--- src/rtl/world_pkg.sv ---
// world_pkg: shared types and constants for the raycaster tile map.
//   MAP_W / MAP_H  : map dimensions in cells (fixed by 4-bit coordinates)
//   cell_t         : 4-bit cell coordinate
//   row_t          : one 16-bit map row, bit x = column x
//   DEFAULT_MAP    : built-in map, walls on the border plus four pillars
package world_pkg;

    localparam int MAP_W = 16;
    localparam int MAP_H = 16;

    typedef logic [3:0]  cell_t;
    typedef logic [15:0] row_t;

    // Row 5/6 carry the pillar at column 5; row 8 carries columns 10 and 11.
    localparam row_t DEFAULT_MAP [16] = '{
        16'hFFFF,  // y = 0
        16'h8001,  // y = 1
        16'h8001,  // y = 2
        16'h8001,  // y = 3
        16'h8001,  // y = 4
        16'h8021,  // y = 5
        16'h8021,  // y = 6
        16'h8001,  // y = 7
        16'h8C01,  // y = 8
        16'h8001,  // y = 9
        16'h8001,  // y = 10
        16'h8001,  // y = 11
        16'h8001,  // y = 12
        16'h8001,  // y = 13
        16'h8001,  // y = 14
        16'hFFFF   // y = 15
    };

endpackage

--- src/rtl/world_map_rom.sv ---
module world_map_rom
  import world_pkg::*;
#(
  parameter int MAP_W    = world_pkg::MAP_W,
  parameter int MAP_H    = world_pkg::MAP_H,
  parameter     MAP_FILE = ""
) (
  input  logic [3:0]       y,
  output logic [MAP_W-1:0] row
);

  always_comb begin
    row = DEFAULT_MAP[y];
  end

endmodule

--- src/rtl/world_map.sv ---
// world_map: 16x16 tile-map lookup beside the DDA ray stepper.
//   clk            : system clock, rising edge
//   reset          : asynchronous, active-low reset
//   xPos, yPos     : current map cell (column, row)
//   setup_complete : ray setup done; lookups valid only while high
//   is_new_ray     : one-cycle pulse at the start of a ray, clears the hit
//   is_wall        : current cell is a wall (combinational, zero latency)
//   hit_coord_x/y  : cell of the first wall hit on the current ray
module world_map
    import world_pkg::*;
#(
    parameter int MAP_W    = world_pkg::MAP_W,
    parameter int MAP_H    = world_pkg::MAP_H,
    parameter     MAP_FILE = ""
) (
    input  logic       clk,
    input  logic       reset,
    input  logic [3:0] xPos,
    input  logic [3:0] yPos,
    input  logic       setup_complete,
    input  logic       is_new_ray,
    output logic       is_wall,
    output logic [3:0] hit_coord_x,
    output logic [3:0] hit_coord_y
);

    logic [MAP_W-1:0] row;
    logic             hit;

    world_map_rom #(
        .MAP_W    (MAP_W),
        .MAP_H    (MAP_H),
        .MAP_FILE (MAP_FILE)
    ) u_rom (
        .y   (yPos),
        .row (row)
    );

    // Combinational so the stepper halts on the wall cell itself.
    assign is_wall = setup_complete & row[xPos];

    // First-hit latch; a new ray takes priority over a same-edge capture.
    always_ff @(posedge clk or negedge reset) begin
        if (!reset) begin
            hit         <= 1'b0;
            hit_coord_x <= '0;
            hit_coord_y <= '0;
        end else if (is_new_ray) begin
            hit         <= 1'b0;
            hit_coord_x <= '0;
            hit_coord_y <= '0;
        end else if (is_wall && !hit) begin
            hit         <= 1'b1;
            hit_coord_x <= xPos;
            hit_coord_y <= yPos;
        end
    end

endmodule

--- config.mk ---
export PLATFORM = sky130hd
export DESIGN_NAME = world_map
export DESIGN_NICKNAME = d
export VERILOG_FILES = /design/src/rtl/world_pkg.sv /design/src/rtl/world_map_rom.sv /design/src/rtl/world_map.sv
export SDC_FILE = /design/constraint.sdc
export NUM_CORES = 1
export LEC_CHECK = 0
export BUFFER_PORTS_ARGS = -buffer_cell sky130_fd_sc_hd__clkbuf_2
export CAP_MARGIN = 15
export CORE_MARGIN = 2
export CORE_UTILIZATION = 55
export CTS_CLUSTER_DIAMETER = 60
export DETAILED_ROUTE_END_ITERATION = 12
export GPL_TIMING_DRIVEN = 0
export PLACE_DENSITY = 0.92
export REMOVE_ABC_BUFFERS = 1
export SETUP_SLACK_MARGIN = 0.4
export SYNTH_ARGS = -nofsm -noshare
export SYNTH_HDL_FRONTEND = slang
export SYNTH_HIERARCHICAL = 1
export SYNTH_SLANG_ARGS = --single-unit
--- constraint.sdc ---
create_clock -name clk -period 3.9 [get_ports clk]
set_input_delay 0.585 -clock clk [delete_from_list [all_inputs] [get_ports clk]]
set_output_delay 0.585 -clock clk [all_outputs]
set_load 0.005 [all_outputs]
==> metrics.txt <==
status=completed; Syn Area/Cell=9.903 um2; FF-to-FF path depth=4; sw frac=27.94%; skew final=0.001150 ns; DR iter-0 viols=13; final hold viol count=0; Max Fclk=0.3236 GHz; Crit. End Element=output pin; Nets=106; Crit Path Max Fanout=11; switching power=0.00006545 W; CP arrival=2.51 ns; Area Overhead vs Synth=3.082%; root buffer cell=clkbuf_4; CTS buffer count=3; Die Ht=between 40 and 50 um; CTS clk-pin slew, worst paths=0.06 ns; Pwr per Cell Area=279.9 nW/um2; DR vias=568; layout cells sized above 1=between 30% and 40%; die area=1800 um2; Gate Count Post-Synth=82; register area share after synthesis=between 20% and 30%; setup_tns=0 ns; CTS Buffer Depth=2; fin crit share=79.24%; most common cell after layout, fill and taps aside=clkbuf_2; commonest cells after routing, fill and taps aside=20 x clkbuf_2, 16 x mux2i_1, 13 x nand2b_1; clk sink count=9; HPWL after DPL=994.4 um; total grt overflow=0; wire length per cell=12.11 um; Via density=5.358; drt drc=0; Clk pwr share=30.2%; number of antenna violations at the first check in global routing=0; FILL cells=103; Worst-Margin Slew=0.6388 ns; R2R Path Start=hit$_DFFE_PN0P_; vias in the first global route=525; P_int=0.0001688 W; worst r2r dst=hit_coord_x[3]$_DFFE_PN0P_; final non-filler cell total=106; placed cells=102; Startpoint Class=input port; Initial Util=between 60% and 70%; final setup vio count=0; fin crit period=3.090 ns; Relative slew margins=a little under three fifths; Gate power share=26.4%; fin. max-slew vios=0; critical setup path kind=input port to output pin; count of input and output buffers=20; Reg power frac=43.5%; H-tree levels=1; HP Class=input port to asynchronous set/reset pin; Critical Path RT=3.31 ns; Synth Warn #=6; Multi-input gate area=approximately 460 um2; Worst R2R Setup Slack=2.82 ns; CTS tree=yes; RSZ-0062 raised after global routing=false; FF+latch count, synth=9; Detail Route Antenna Nets=0; antenna cells=0; Netlist cell types=26; VDD IR max=113.2 uV; drt first pass iters=4; synthesized cell area=about 800 um2; core area=1334 um2; die width=42.43 um; gpl congestion=0.7804; clock latency on the worst-skew pair=0.26 ns; total track usage=16.22%; row count=13; Leakage=0.4580 nW; num ports=21; FF+latch area=~230 um2; final WL=1284 um; global-route wire length before repair=2235 um; max-cap check violation count=0; largest net degree at the start of global routing=17
## final cells by class
cell class	instances	share of cell area (%)
Timing Repair Buffer	20	11.96
Sequential cell	9	26.91
Tap cell	15	2.242
Clock buffer	4	3.139
Multi-Input combinational cell	55	54.41
Inverter	3	1.345
## repair_timing
action | 4_1_cts | 5_1_grt
hold buffers | 0 | 0
endpoints found under the setup margin | 0 | 1
gates resized for setup | 0 | 1
setup buffers | 0 | 0
## per-stage QoR
stage / hold WS (ns) / setup WS [ns] / utilization (%) / power, W / area, um2
CTS: 0.1664 / 0.5367 / 62.76 / 0.0002365 / 837.1
global placement: 0.4461 / 0.6281 / 60.79 / 0.0001627 / 810.8
floorplan: 0.2894 / 0.9984 / - / 0.0001413 / 691.9
global route: 0.1783 / 0.6890 / 62.76 / 0.0002473 / 837.1
detailed placement: 0.4479 / 0.5421 / 60.79 / 0.0001652 / 810.8
finish: 0.1711 / 0.8097 / 62.76 / 0.0002343 / 837.1
## registers in the layout (all words and copies together), names as in the netlist
register and count:
hit_coord_x 4, hit_coord_y 4, hit 1
## worst max path at each step
| stage | startpoint | end | slack (ns) | depth (start not counted) |
|---|---|---|---|---|
| detailed placement | yPos[0] | is_wall | 0.54 | 10 |
| finish | yPos[0] | is_wall | 0.81 | 10 |
| global route | yPos[0] | is_wall | 0.69 | 10 |
| floorplan | yPos[0] | is_wall | 1.0 | 8 |
| global placement | yPos[0] | is_wall | 0.63 | 10 |
| CTS | yPos[0] | is_wall | 0.54 | 10 |
## cells by family (layout without fill, tap and decap cells)
group | Yosys count | count (layout) | share of synthesized area [%]
flops | 9 | 9 | 27.74
fa+ha+maj | 2 | 2 | 3.081
simple gates | 25 | 25 | 20.96
compound gates | 10 | 10 | 11.40
mux | 16 | 16 | 19.72
buf+inv | 19 | 27 | 16.64
other cells | 1 | 2 | 0.4618
## metal layers
layer	part of all wire [%]	GRT usage (%)	up-vias
met4	1.5	11.25	0
met1	43	17.32	266
met3	2.5	1.293	2
li1	-	-	287
met2	52	29.54	13
met5	0	0	-
## critical path, cell delays in order
cell      delay [ns]
clkbuf_2        0.10
inv_1           0.05
ha_1            0.18
nand2b_4        0.07
o21ai_1         0.51
mux2i_1         0.20
a221oi_2        0.35
and2_4          0.21
o21a_1          0.14
clkbuf_2        0.11
## synth_stat cells
cell / count / area (um2)
nand3_1: 2 / 10.01
nor2b_2: 2 / 17.52
or2b_1: 1 / 7.510
o22ai_1: 1 / 6.260
nand2_1: 1 / 3.750
o21a_1: 1 / 7.510
inv_1: 3 / 11.26
nand2b_4: 1 / 13.76
nor2_1: 2 / 7.510
o21ai_4: 1 / 16.27
a221oi_2: 1 / 15.01
a22oi_1: 2 / 15.01
and2_4: 1 / 8.760
dfrtp_1: 9 / 225.2
a32oi_1: 2 / 17.52
buf_4: 13 / 97.59
ha_1: 2 / 25.02
nand2b_1: 13 / 81.33
buf_6: 2 / 22.52
conb_1: 1 / 3.750
o21ai_0: 1 / 5.000
mux2i_1: 16 / 160.2
and2b_2: 1 / 8.760
clkbuf_1: 1 / 3.750
o21ba_2: 1 / 10.01
and3_4: 1 / 11.26
## power by group through the flow
stage                      logic, W  registers, W  clock network, W
after floorplan           0.0000375      0.000104                 0
after global placement    0.0000593      0.000103                 0
after detailed placement  0.0000615      0.000104                 0
after CTS                 0.0000619      0.000102         0.0000726
after global routing      0.0000680      0.000103         0.0000767
final                     0.0000618      0.000102         0.0000706
No activity file was read; power rests on OpenSTA's default activity.
